## src/rtl/imem_fetch_controller.sv

```systemverilog
// ============================================================================
// Module   : imem_fetch_controller
// Brief    : Loads a byte-streamed program into a 2**ADDR_W x 32 instruction
//            memory, then sequences the PC with stall/branch/jump/HALT control.
//            Optional macro PC_BOUND_CHECK_EN adds a FAULT state on PC wrap.
// Revision : 1.0 - initial release
// ============================================================================
`default_nettype none

module imem_fetch_controller #(
    parameter int                ADDR_W    = 4,
    parameter logic [ADDR_W-1:0] RESET_PC  = '0,
    parameter logic [31:0]       HALT_WORD = 32'hFFFF_FFFF
) (
    input  logic              clk,
    input  logic              rst_n,
    input  logic              start_load,
    input  logic              run_start,
    input  logic [7:0]        load_byte,
    input  logic              load_valid,
    input  logic              load_last,
    output logic              load_ready,
    output logic              imem_wr_en,
    output logic [ADDR_W-1:0] imem_wr_addr,
    output logic [31:0]       imem_wr_data,
    output logic [ADDR_W-1:0] instruction_addr,
    input  logic [31:0]       instruction,
    input  logic              stall,
    input  logic              branch_taken,
    input  logic [ADDR_W-1:0] branch_offset,
    input  logic              jump_en,
    input  logic [ADDR_W-1:0] jump_target,
    output logic              cpu_en,
    output logic              halted,
    output logic              fault
);

    typedef enum logic [2:0] {
        S_IDLE  = 3'd0,
        S_LOAD  = 3'd1,
        S_RUN   = 3'd2,
        S_HALT  = 3'd3
`ifdef PC_BOUND_CHECK_EN
        , S_FAULT = 3'd4
`endif
    } state_t;

    localparam logic [ADDR_W-1:0] c_one       = {{(ADDR_W-1){1'b0}}, 1'b1};
    localparam logic [ADDR_W-1:0] c_last_addr = {ADDR_W{1'b1}};

    state_t            r_state;
    state_t            w_next_state;
    logic [ADDR_W-1:0] r_pc;
    logic [ADDR_W-1:0] w_next_pc;

    logic [23:0]       r_buf;
    logic [1:0]        r_cnt;
    logic [ADDR_W-1:0] r_waddr;
    logic              r_wr_en;
    logic [ADDR_W-1:0] r_wr_addr;
    logic [31:0]       r_wr_data;

    logic              w_accept;
    logic              w_word_done;
    logic              w_clear_load;
    logic [31:0]       w_word;
    logic              w_is_halt;
    logic [ADDR_W-1:0] w_seq_pc;
    logic [ADDR_W-1:0] w_br_pc;
    logic              w_seq_oob;
    logic              w_br_oob;

`ifdef PC_BOUND_CHECK_EN
    localparam logic [ADDR_W+1:0] c_one_ext = {{(ADDR_W+1){1'b0}}, 1'b1};
    logic [ADDR_W+1:0] w_seq_ext;
    logic [ADDR_W+1:0] w_br_ext;

    // Two guard bits catch both carry-out past the top and underflow below 0.
    always_comb begin
        w_seq_ext = {2'b00, r_pc} + c_one_ext;
        w_br_ext  = {2'b00, r_pc} + c_one_ext
                  + {{2{branch_offset[ADDR_W-1]}}, branch_offset};
        w_seq_pc  = w_seq_ext[ADDR_W-1:0];
        w_br_pc   = w_br_ext[ADDR_W-1:0];
        w_seq_oob = |w_seq_ext[ADDR_W+1:ADDR_W];
        w_br_oob  = |w_br_ext[ADDR_W+1:ADDR_W];
    end
`else
    always_comb begin
        w_seq_pc  = r_pc + c_one;
        w_br_pc   = r_pc + c_one + branch_offset;
        w_seq_oob = 1'b0;
        w_br_oob  = 1'b0;
    end
`endif

    // Left-justify the bytes collected so far; missing low bytes become zero.
    always_comb begin
        w_accept    = (r_state == S_LOAD) && load_valid;
        w_word_done = w_accept && ((r_cnt == 2'd3) || load_last);
        w_word      = {r_buf, load_byte} << {~r_cnt, 3'b000};
        w_is_halt   = (instruction == HALT_WORD);
    end

    always_comb begin
        w_next_state = r_state;
        w_next_pc    = r_pc;
        w_clear_load = 1'b0;
        load_ready   = 1'b0;
        cpu_en       = 1'b0;
        case (r_state)
            S_IDLE: begin
                if (start_load) begin
                    w_next_state = S_LOAD;
                    w_clear_load = 1'b1;
                end else if (run_start) begin
                    w_next_state = S_RUN;
                    w_next_pc    = RESET_PC;
                end
            end
            S_LOAD: begin
                load_ready = 1'b1;
                if (w_word_done && (load_last || (r_waddr == c_last_addr))) begin
                    w_next_state = S_IDLE;
                end
            end
            S_RUN: begin
                cpu_en = !stall && !w_is_halt;
                if (!stall) begin
                    if (w_is_halt) begin
                        w_next_state = S_HALT;
                    end else if (jump_en) begin
                        w_next_pc = jump_target;
                    end else if (branch_taken) begin
`ifdef PC_BOUND_CHECK_EN
                        if (w_br_oob) w_next_state = S_FAULT;
                        else          w_next_pc    = w_br_pc;
`else
                        w_next_pc = w_br_pc;
`endif
                    end else begin
`ifdef PC_BOUND_CHECK_EN
                        if (w_seq_oob) w_next_state = S_FAULT;
                        else           w_next_pc    = w_seq_pc;
`else
                        w_next_pc = w_seq_pc;
`endif
                    end
                end
            end
            S_HALT: begin
                if (start_load) begin
                    w_next_state = S_LOAD;
                    w_clear_load = 1'b1;
                end else if (run_start) begin
                    w_next_state = S_RUN;
                    w_next_pc    = RESET_PC;
                end
            end
`ifdef PC_BOUND_CHECK_EN
            S_FAULT: begin
                if (start_load) begin
                    w_next_state = S_LOAD;
                    w_clear_load = 1'b1;
                end
            end
`endif
            default: begin
                w_next_state = S_IDLE;
            end
        endcase
    end

    always_ff @(posedge clk or negedge rst_n) begin
        if (!rst_n) begin
            r_state <= S_IDLE;
            r_pc    <= RESET_PC;
        end else begin
            r_state <= w_next_state;
            r_pc    <= w_next_pc;
        end
    end

    // Word write is registered so the strobe lands on the cycle after the final byte.
    always_ff @(posedge clk or negedge rst_n) begin
        if (!rst_n) begin
            r_buf     <= '0;
            r_cnt     <= 2'd0;
            r_waddr   <= '0;
            r_wr_en   <= 1'b0;
            r_wr_addr <= '0;
            r_wr_data <= '0;
        end else begin
            r_wr_en <= w_word_done;
            if (w_clear_load) begin
                r_buf   <= '0;
                r_cnt   <= 2'd0;
                r_waddr <= '0;
            end else if (w_accept) begin
                r_buf <= {r_buf[15:0], load_byte};
                r_cnt <= w_word_done ? 2'd0 : r_cnt + 2'd1;
                if (w_word_done) begin
                    r_wr_addr <= r_waddr;
                    r_wr_data <= w_word;
                    r_waddr   <= r_waddr + c_one;
                end
            end
        end
    end

    assign imem_wr_en       = r_wr_en;
    assign imem_wr_addr     = r_wr_addr;
    assign imem_wr_data     = r_wr_data;
    assign instruction_addr = r_pc;
    assign halted           = (r_state == S_HALT);
`ifdef PC_BOUND_CHECK_EN
    assign fault            = (r_state == S_FAULT);
`else
    assign fault            = 1'b0;
`endif

endmodule

`default_nettype wire

```

## config.mk

```make
export PLATFORM = sky130hd
export DESIGN_NAME = imem_fetch_controller
export DESIGN_NICKNAME = d
export VERILOG_FILES = /design/src/rtl/imem_fetch_controller.sv
export SDC_FILE = /design/constraint.sdc
export NUM_CORES = 1
export LEC_CHECK = 0
export ABC_CLOCK_PERIOD_IN_PS = 2700
export CORE_MARGIN = 2
export CORE_UTILIZATION = 48
export DETAILED_ROUTE_END_ITERATION = 7
export PLACE_DENSITY = 0.85
export SLEW_MARGIN = 20
export SYNTH_ARGS = -nofsm -noshare
export SYNTH_HDL_FRONTEND = slang
export SYNTH_SLANG_ARGS = --single-unit
export TNS_END_PERCENT = 20
```

## constraint.sdc

```tcl
create_clock -name clk -period 2.7 [get_ports clk]
set_input_delay 0.405 -clock clk [delete_from_list [all_inputs] [get_ports clk]]
set_output_delay 0.405 -clock clk [all_outputs]
set_load 0.005 [all_outputs]
```

==> reports/results.txt, run 1 <==
Post-synth top area cell: dfrtp_1
Starting DRT DRC Count: 239
First-pass GRT wire length: 14.8 mm
Max Transition Viols Final: 0
Final Cell Area: 5000 um^2
Register-to-register setup slack: 0.35 ns
WL/cell: 14.4 um
Port Buffers: 100
Area grow syn2layout: 33.6%
Final setup viols: 0
Grt ovf: 0
Core Box Area: 7650 um^2
Outcome: finished clean
DRC: 0
R2R cell count: 6
Worst hold path class: primary input to asynchronous set/reset pin
Clk pin slew, worst setup/hold paths: 0.08 ns
Placer Congestion: 0.819
CTS root buf: clkbuf_8
Critical path launch point type: primary input
Peak supply drop: 0.602 mV
Seq/Total Area, Yosys: 0.488
Final WL: 8.61 mm
Post-DRT Antenna Nets: 0
Maximum clock frequency: 402 MHz
CTS max path bufs: 2
Setup_tns: 0 ns
Minimum clock period: 2.49 ns
Hold Vio Cnt, Final: 0
Initial Util: 0.489
Num rows: 32
Die X: 92.3 um
Worst slew margin: 0.310
RR Endpoint: imem_wr_data[19]
Setup Skew: 0.00792 ns
Mapped cell area: 3740 um^2
Register area: 1830 um^2
TritonRoute pass-1 iters: 4
Vias in the first global route: 3214
Largest net degree at the start of global routing: 62
Num ports: 102
Pwr Total: 0.00399 W
Largest cells by area after synthesis: dfrtp_1 (49%), nand2_1 (9.8%), mux2_2 (9.3%)
CTS Sinks: 73
Post-route insts no fill: 597
Least-Margin Pin Slew: 1.03 ns
Skew-Pair Late Insertion Delay: 0.33 ns
Max Cap Violations: 0
GRT Util Overall: 0.217
Average instance area after synthesis: 9.45 um^2
Filler Cell Count: 615
WS Path Type: primary input to output pin
Vias: 3199
Net Count, Synth: 464
Final Cycle Share: 0.921
CP arrival: 2.08 ns
Critical Path RT: 2.30 ns
Synth cell types: 41
Placed cells: 581
Leak: 2.09 nW
Placed cell area: 4820 um^2
H-tree levels: 3
Number of synthesized register bits: 73
CP max FO: 4
CP Capture Type: output pin
Multi-input logic area: 1760 um^2
Reg2reg start: r_state[0]
Hpwl dp: 6.25 mm
RSZ-0062 raised after global routing: no
Die area: 8520 um^2
CTS tree: yes
Initial antenna violation count: 0
Cts bufs inserted: 9
Chip height: 92.3 um
Syn Inst Count: 396
YS warnings: 0
Fraction of layout cells with a size suffix above 1: 0.119
# diodes: 0
Fin nets: 559
Post-synth top area share: 0.488
Power Density: 797 nW/um^2
Vias per cell: 5.36
-- routing by layer --
| layer | vias up | part of all wire | global-route usage |
|---|---|---|---|
| met5 | - | 0 | 0 |
| met4 | 0 | 0.013 | 0.0585 |
| met3 | 11 | 0.047 | 0.0551 |
| met2 | 86 | 0.51 | 0.368 |
| met1 | 1549 | 0.43 | 0.278 |
| li1 | 1553 | - | - |
-- through the flow --
step	util	hold slack, ns	setup WS (ns)
floorplan	-	0.109	0.740
global placement	0.630	0.307	0.269
detailed placement	0.630	0.318	0.214
CTS	0.654	0.489	0.196
global route	0.654	0.498	0.0755
finish	0.654	0.486	0.212
-- state kept, by name (all words and copies together), names as in the netlist --
register and cells:
imem_wr_data 32, imem_wr_en 1, r_buf 24, r_cnt 2
instruction_addr 4, r_waddr 4, r_state 2, imem_wr_addr 4
-- layout by cell type (no fill, tap or decap), drive strengths merged --
master and count:
dlygate4sd3 1, nor3 2, and4 1, nand2 99, nand3 3, o311ai 1, ha 10, nor2 19
o211ai 2, o211a 1, conb 1, inv 12, a22oi 8, clkdlybuf4s50 99, nor2b 1, mux2i 10
xor2 4, and2 2, dfrtp 73, fa 1, o2111ai 1, mux2 31, buf 8, a211oi 2
a21oi 40, xnor2 3, clkbuf 10, clkinv 5, o31a 1, o21bai 1, o21a 1, o21ai 28
nor4 2, a41oi 1, nand4 9, a21o 1, o2bb2ai 1
-- logic make-up after synthesis --
kind of cell / count (synthesis) / share of synthesized area
compound gates: 89 / 0.138
xor+xnor: 7 / 0.0164
fa+ha+maj: 11 / 0.0388
buf+inv: 36 / 0.0441
flops: 73 / 0.488
mux: 41 / 0.120
other cells: 1 / 0.00100
simple gates: 138 / 0.154
-- what timing repair did --
action | in CTS | in global routing
setup buffers | 0 | 0
endpoints found under the hold margin | 12 | 0
gates resized for setup | 0 | 0
hold buffers | 1 | 0
-- worst max-delay path, stage by stage --
cell and delay, ns:
clkdlybuf4s50_1 0.46, nand4_1 0.11, nor4_1 0.30, nand2_1 0.18
nand2_1 0.12, nor2_1 0.06, clkdlybuf4s50_1 0.44
-- final cells by class --
cell class / instances / area share
clock buffers: 10 / 0.0275
inverters: 12 / 0.00901
flip-flops and latches: 73 / 0.365
clock inverters: 5 / 0.00651
well taps: 102 / 0.0255
repair buffers: 108 / 0.214
multi-input cells: 287 / 0.352
-- power breakdown --
part           internal (W)  leakage, nW  switching [W]  total [W]
sequential          0.00136        0.991       0.000213    0.00157
clock              0.000352       0.0919       0.000389   0.000741
combinational      0.000861         1.01       0.000813    0.00167
total               0.00257         2.09        0.00142    0.00399
-- worst max-delay path by stage --
stage / depth (start not counted) / to / start
finish: 7 / cpu_en / instruction[23]
floorplan: 8 / instruction_addr[3] / instruction_addr[0]
detailed placement: 7 / cpu_en / instruction[23]
CTS: 7 / cpu_en / instruction[23]
global placement: 7 / cpu_en / instruction[15]
global route: 7 / cpu_en / instruction[15]
-- synth_stat cells --
library cell	instances
nand2_1	98
dfrtp_1	73
a21oi_1	40
mux2_2	31
o21ai_0	27
nor2_1	18
clkbuf_1	13
inv_1	12
ha_1	10
mux2i_1	10
nand4_1	9
a22oi_1	8
buf_2	6
xor2_1	4
nand3_1	3
xnor2_1	3
a211oi_1	2
and2_1	2
buf_4	2
buf_6	2
nor3_1	2
nor4_1	2
a21o_1	1
a41oi_1	1
and4_1	1
buf_1	1
conb_1	1
fa_1	1
nand2_2	1
nor2_4	1
nor2b_1	1
o2111ai_1	1
o211a_1	1
o211ai_1	1
o211ai_2	1
o21a_1	1
o21ai_2	1
o21bai_1	1
o2bb2ai_1	1
o311ai_0	1
o31a_1	1
Power figures use the tool's default switching activity.
==> inputs of run 2 (changes only) <==
--- a/config.mk
+++ b/config.mk
@@ -5,11 +5,13 @@
 export SDC_FILE = /design/constraint.sdc
 export NUM_CORES = 1
 export LEC_CHECK = 0
-export ABC_CLOCK_PERIOD_IN_PS = 2700
+export ABC_CLOCK_PERIOD_IN_PS = 2100
 export CORE_MARGIN = 2
-export CORE_UTILIZATION = 48
+export CORE_UTILIZATION = 44
+export CTS_CLUSTER_DIAMETER = 80
 export DETAILED_ROUTE_END_ITERATION = 7
-export PLACE_DENSITY = 0.85
+export PLACE_DENSITY = 0.82
+export SKIP_CTS_REPAIR_TIMING = 1
 export SLEW_MARGIN = 20
 export SYNTH_ARGS = -nofsm -noshare
 export SYNTH_HDL_FRONTEND = slang
==> constraint.sdc (replaced) <==
create_clock -name clk -period 2.1 [get_ports clk]
set_input_delay 0.315 -clock clk [delete_from_list [all_inputs] [get_ports clk]]
set_output_delay 0.315 -clock clk [all_outputs]
set_load 0.005 [all_outputs]
==> reports/results.txt, run 2 (same netlist as run 1, synthesis figures left out) <==
Outcome: finished clean
WL/cell: 15.1 um (+4.8%)
Initial Util: 0.455 (-0.0339)
Core Box Area: 8220 um^2 (+7.4%)
Clock share of power: 0.238 (+0.052)
Multi-input logic area: 1770 um^2 (+0.36%)
Num ports: 102 (unchanged)
Maximum clock frequency: 486 MHz
CTS tree: yes
Peak supply drop: 0.771 mV (+28%)
Met3 usage: 0.0666 (+0.0115)
H-tree levels: 3 (unchanged)
DRC: 0 (unchanged)
# diodes: 0 (unchanged)
Switching Fraction: 0.341 (-0.0145)
CP Capture Type: register
Skew-Pair Late Insertion Delay: 0.36 ns (+0.03 ns)
CTS max path bufs: 2 (unchanged)
CTS root buf: clkbuf_8
GR met2 Demand/Resource: 0.367 (-0.000783)
Vias per cell: 5.25 (-2.0%)
Cts bufs inserted: 9 (unchanged)
CP max FO: 3 (-1)
Hpwl dp: 6.74 mm (+7.9%)
Grt ovf: 0 (unchanged)
Critical path launch point type: register
Register area: 1830 um^2 (unchanged)
CTS Sinks: 73 (unchanged)
Max Transition Viols Final: 0 (unchanged)
CP arrival: 2.34 ns (+0.26 ns)
Vias: 3213 (+0.44%)
Power Density: 1090 nW/um^2 (+36%)
Final Cycle Share: 0.979
Placed cells: 595 (+2.4%)
Post-route insts no fill: 612 (+2.5%)
First-pass GRT wire length: 15.3 mm (+3.7%)
Placed cell area: 4890 um^2 (+1.5%)
Most frequent cell on the critical path: ha_1
CP cell instances: ha_1, xor2_1, ha_1, a21oi_1, a211oi_1, nor3_1, o31a_1, o2bb2ai_1
Fraction of layout cells with a size suffix above 1: 0.140 (+0.0208)
GRT Util Overall: 0.216 (-0.00160)
Chip height: 96.2 um (+4.3%)
TritonRoute pass-1 iters: 4 (unchanged)
Fin util: 0.627 (-0.0264)
GRT busiest layer: met2
Pwr Total: 0.00561 W (+41%)
Area grow syn2layout: 37.8%
Die area: 9260 um^2 (+8.7%)
Filler Cell Count: 672 (+9.3%)
Placer Congestion: 0.813 (-0.71%)
RSZ-0062 raised after global routing: yes
Seq pwr share: 0.361 (-0.033)
Max Cap Violations: 0 (unchanged)
Met1 Track Usage GR: 0.259 (-0.0183)
Port Buffers: 100 (unchanged)
Largest net degree at the start of global routing: 36 (-42%)
Fin nets: 570 (+2.0%)
Most frequent cells in the layout: nand2_1 (98), clkdlybuf4s50_1 (98), dfrtp_1 (73)
Max reg flops: 32 (unchanged)
Die X: 96.2 um (+4.3%)
Post-DRT Antenna Nets: 0 (unchanged)
Hold Vio Cnt, Final: 0 (unchanged)
Slowest CP cell: dfrtp_1
Num rows: 33 (+3.1%)
Final WL: 9.25 mm (+7.4%)
Clk pin slew, worst setup/hold paths: 0.08 ns (about the same)
WS Path Type: register to register
Pint: 0.00370 W (+44%)
Setup Skew: 0.00894 ns (+0.00102 ns)
Starting DRT DRC Count: 191 (-20%)
NetSw: 0.00191 W (+35%)
Minimum clock period: 2.06 ns
Critical Path RT: 2.39 ns (+0.09 ns)
Max incr delay on CP: 0.41 ns (-0.05 ns)
Initial antenna violation count: 0 (unchanged)
Vias in the first global route: 3242 (+0.87%)
Leak: 2.18 nW (+4.4%)
Logic pwr share: 0.401 (-0.019)
Hold Slack: 0.417 ns (-0.0695 ns)
Final Cell Area: 5150 um^2 (+3.1%)
Final setup viols: 0 (unchanged)
Worst hold path class: primary input to asynchronous set/reset pin
-- run 2: final timing paths --
| kind | startpoint | endpoint | slack [ns] | depth (start not counted) |
|---|---|---|---|---|
| max reg2reg | instruction_addr[0] | instruction_addr[3] | 0.04 | 8 |
| max | instruction_addr[0] | instruction_addr[3] | 0.04 | 8 |
| min | rst_n | imem_wr_data[12] | 0.42 | 2 |
| min in group clk | imem_wr_data[13] | imem_wr_data[13] | 0.49 | 2 |
| max in group asynchronous | rst_n | imem_wr_addr[0] | 0.93 | 3 |
| min reg2reg | imem_wr_data[13] | imem_wr_data[13] | 0.49 | 2 |
-- run 2: power groups by stage --
stage | Sequential (W) | Clock (W) | Combinational, W
floorplan | 0.00200 | 0 | 0.00130
global placement | 0.00202 | 0 | 0.00217
detailed placement | 0.00204 | 0 | 0.00225
CTS | 0.00202 | 0.00137 | 0.00227
global route | 0.00207 | 0.00143 | 0.00250
finish | 0.00202 | 0.00134 | 0.00225
-- run 2: through the flow --
stage                     worst slack [ns]  TNS, ns
final                               0.0443        0
after global routing               -0.0792  -0.0792
after CTS                           -0.192   -0.192
after detailed placement            -0.182   -0.814
after global placement              -0.112   -0.319
after floorplan                      0.140        0
-- run 2: final cells by class --
type	count	share of cell area
inverters	12	0.00874
clock inverters	6	0.0223
multi-input cells	287	0.342
clock buffers	10	0.0248
flip-flops and latches	73	0.354
repair buffers	119	0.222
well taps	105	0.0255
-- run 2: metal layers --
metal	part of all wire	wire length [um]
met5	0	0
met4	0.016	147
met3	0.064	590
met2	0.51	4730
met1	0.41	3780
-- run 2: critical path: cells and delay by family, from the launching register on --
family                     cells  cell delay (ns)
adders and majority gates      2             0.55
AOI/OAI and AO/OA              4             0.79
DFF                            1             0.41
and+or+nand+nor                1             0.09
xor gates and xnor gates       1             0.16
==> edit 1: new RTL, flow settings as in run 1 <==
The 4 states of `state_t` get a Gray code encoding in 2 bits.
--- a/src/rtl/imem_fetch_controller.sv
+++ b/src/rtl/imem_fetch_controller.sv
@@ -37,7 +37,7 @@
 
-    typedef enum logic [2:0] {
-        S_IDLE  = 3'd0,
-        S_LOAD  = 3'd1,
-        S_RUN   = 3'd2,
-        S_HALT  = 3'd3
+    typedef enum logic [1:0] {
+        S_IDLE  = 2'b00,
+        S_LOAD  = 2'b01,
+        S_RUN   = 2'b11,
+        S_HALT  = 2'b10
 `ifdef PC_BOUND_CHECK_EN
Behaviour: same outputs for any inputs over 4 cycles, from zero or initial values and one cycle with rst_n low; so few cycles prove little.
==> edit 1 against run 1 <==
Final area rose by 0.48%; non-clock buffer count rose by 2; worst hold slack got worse by 0.42 ns; sequential cell count did not move; die area fell by 1.4%; wire length rose by 10%; worst setup slack improved by 0.019 ns; total power rose by 25%; synthesized area fell by 1.4%; via count rose by 1.4%; critical endpoint unchanged; largest power group unchanged.
==> edit 1: results <==
export IMPL_final_cells=603
export IMPL_irDropWorstVdd_mv=0.668
export IMPL_r2r_start="instruction_addr[0]$_DFFE_PN0P_"
export IMPL_r2r_setup_slack_ns=0.47
export IMPL_insertion_delay_ns=0.36
export IMPL_nets=563
export IMPL_place_area_sq_um=4770
export IMPL_cp_max_fo=5
export IMPL_grt_use_met1=0.288
export IMPL_routed_wl_um=9500
export IMPL_critical_path_startpoint="instruction[4]"
export IMPL_power_density_nw_per_um2=992
export IMPL_grt_pass1_vias=3270
export IMPL_status="complete, no violations"
export IMPL_fill_cells=542
export IMPL_grt_total_usage=0.235
export IMPL_synth_seq_area_share=0.495
export IMPL_synth_commonest_cells="nand2_1, dfrtp_1, nand3_1, nor2_1, o21ai_0"
export IMPL_grt_max_degree=74
export IMPL_place_detailed_hpwl_um=6400
export IMPL_grt_met2_usage=0.413
export IMPL_fin_crit_ns=2.47
export IMPL_p_leak_nw=2.31
export IMPL_synth_area_per_cell_sq_um=9.13
export IMPL_place_ws_ns=0.201
export IMPL_yosysUniqueCellTypes=42
export IMPL_grt_first_pass_wirelength_um=15800
export IMPL_synthTopCellsByArea="dfrtp_1, nand2_1, nand3_1"
export IMPL_grt_use_met3=0.0460
export IMPL_drt_iter0_markers=198
export IMPL_gp_congestion=0.810
export IMPL_viasPerCell=5.38
export IMPL_slew_headroom=0.464
-- edit 1: cell count changes after synthesis, sizes merged, moves of 5 or more --
cell,change
nand2,+19
inv,-5
nand3,+37
buf,+5
a21oi,-32
a22oi,-8
mux2,-15
o21ai,-7
a221oi,+8
-- edit 1: per-layer routing --
metal  vias to the layer above  share of wire
met5                         -              0
met4                         0          0.013
met3                        14          0.070
met2                       124           0.51
met1                      1540           0.40
li1                       1565              -
-- edit 1: area by class of cell --
cell class	count	share of cell area
repair buffers	110	0.216
well taps	99	0.0247
clock inverters	6	0.0259
inverters	7	0.00573
flip-flops and latches	73	0.364
clock buffers	10	0.0254
multi-input cells	298	0.339
-- edit 1: cells by family after synthesis --
logic type / after synthesis / synth area share
AND/OR/NAND/NOR: 207 / 0.245
flip-flops: 73 / 0.495
AO/OA/AOI/OAI: 46 / 0.0865
buffers and inverters: 33 / 0.0428
multiplexers: 30 / 0.0869
adder cells (fa/ha/maj): 7 / 0.0258
XOR/XNOR: 7 / 0.0166
other: 1 / 0.00102
-- edit 1: worst min path at each step --
stage / start / end / slack (ns) / depth (start not counted)
2_1_floorplan: rst_n / imem_wr_addr[0]$_DFFE_PN0P_ / 0.11 / 0
3_3_place_gp: rst_n / imem_wr_data[7]$_DFFE_PN0P_ / 0.46 / 2
6_report: rst_n / imem_wr_data[7]$_DFFE_PN0P_ / 0.06 / 2
5_1_grt: rst_n / imem_wr_data[7]$_DFFE_PN0P_ / 0.10 / 2
3_5_place_dp: imem_wr_data[2]$_DFFE_PN0P_ / imem_wr_data[2]$_DFFE_PN0P_ / 0.46 / 2
4_1_cts: rst_n / imem_wr_data[7]$_DFFE_PN0P_ / 0.08 / 2
-- edit 1: where the power goes --
part | switching, mW | internal, mW
Combinational | 0.966 | 1.03
Clock | 0.408 | 0.704
Sequential | 0.373 | 1.50
==> edit 2: new RTL, config.mk and constraints of run 1 <==
Without the edit above. Change the parameter `ADDR_W` from 4 to 5.
--- a/src/rtl/imem_fetch_controller.sv
+++ b/src/rtl/imem_fetch_controller.sv
@@ -10,3 +10,3 @@
 module imem_fetch_controller #(
-    parameter int                ADDR_W    = 4,
+    parameter int                ADDR_W    = 5,
     parameter logic [ADDR_W-1:0] RESET_PC  = '0,
Ports: changed (resized branch_offset, imem_wr_addr, instruction_addr and jump_target); port bits go from 102 to 106. No check against the original RTL was run, so the function may have changed too.
==> edit 2 against run 1 <==
Worst setup slack better by 0.031 ns; sequential cell count is 3 higher; synthesized area is 9.2% higher; total power is 8.1% higher; final area is 7.8% higher; sequential power is 4% higher; via count is 7.1% higher; wire length is 8.4% higher; highest routed layer unchanged.
==> edit 2: results <==
export IMPL_nets=590
export IMPL_viasPerCell=5.47
export IMPL_drt_iter0_markers=138
export IMPL_clock_cell_area_share=0.0355
export IMPL_non_clock_buffer_count=111
export IMPL_cpPeakStageDelay_ns=0.49
export IMPL_fin_crit_sh=0.910
export IMPL_place_ws_ns=0.199
export IMPL_grt_max_degree=77
export IMPL_gp_congestion=0.804
export IMPL_clock_skew_ns=0.00633
export IMPL_status="complete, no violations"
export IMPL_cp_max_fo=2
export IMPL_insertion_delay_ns=0.35
export IMPL_seqCellArea_sq_um=1900
export IMPL_syn_nets=493
export IMPL_grt_pass1_vias=3499
export IMPL_r2r_start="instruction_addr[0]$_DFFE_PN0P_"
export IMPL_synthAdderAreaFrac=0.0416
export IMPL_fill_cells=650
export IMPL_drive_gt1_frac=0.121
export IMPL_grt_total_usage=0.220
export IMPL_place_detailed_hpwl_um=6830
export IMPL_reg2reg_depth=9
export IMPL_r2r_setup_slack_ns=0.40
export IMPL_irDropWorstVdd_mv=0.437
export IMPL_grt_first_pass_wirelength_um=15600
export IMPL_critical_path_startpoint="instruction[12]"
==> edit 2: per-layer routing <==
| metal | global-route usage | routed length (um) | vias up |
|---|---|---|---|
| met3 | 0.0564 | 666 | 19 |
| li1 | - | - | 1639 |
| met5 | 0 | 0 | - |
| met1 | 0.241 | 3560 | 1648 |
| met2 | 0.403 | 4890 | 121 |
| met4 | 0.0869 | 222 | 0 |
==> edit 2: through the flow <==
| step | std cells | util | total power [mW] | hold WS [ns] | cell area, sq um |
|---|---|---|---|---|---|
| 2_1_floorplan | 421 | - | 2.75 | 0.109 | 4090 |
| 3_3_place_gp | 612 | 0.632 | 3.41 | 0.465 | 5200 |
| 3_5_place_dp | 612 | 0.632 | 3.49 | 0.471 | 5200 |
| 4_1_cts | 627 | 0.656 | 4.35 | 0.217 | 5390 |
| 5_1_grt | 627 | 0.656 | 4.62 | 0.272 | 5390 |
| 6_report | 627 | 0.656 | 4.31 | 0.188 | 5390 |
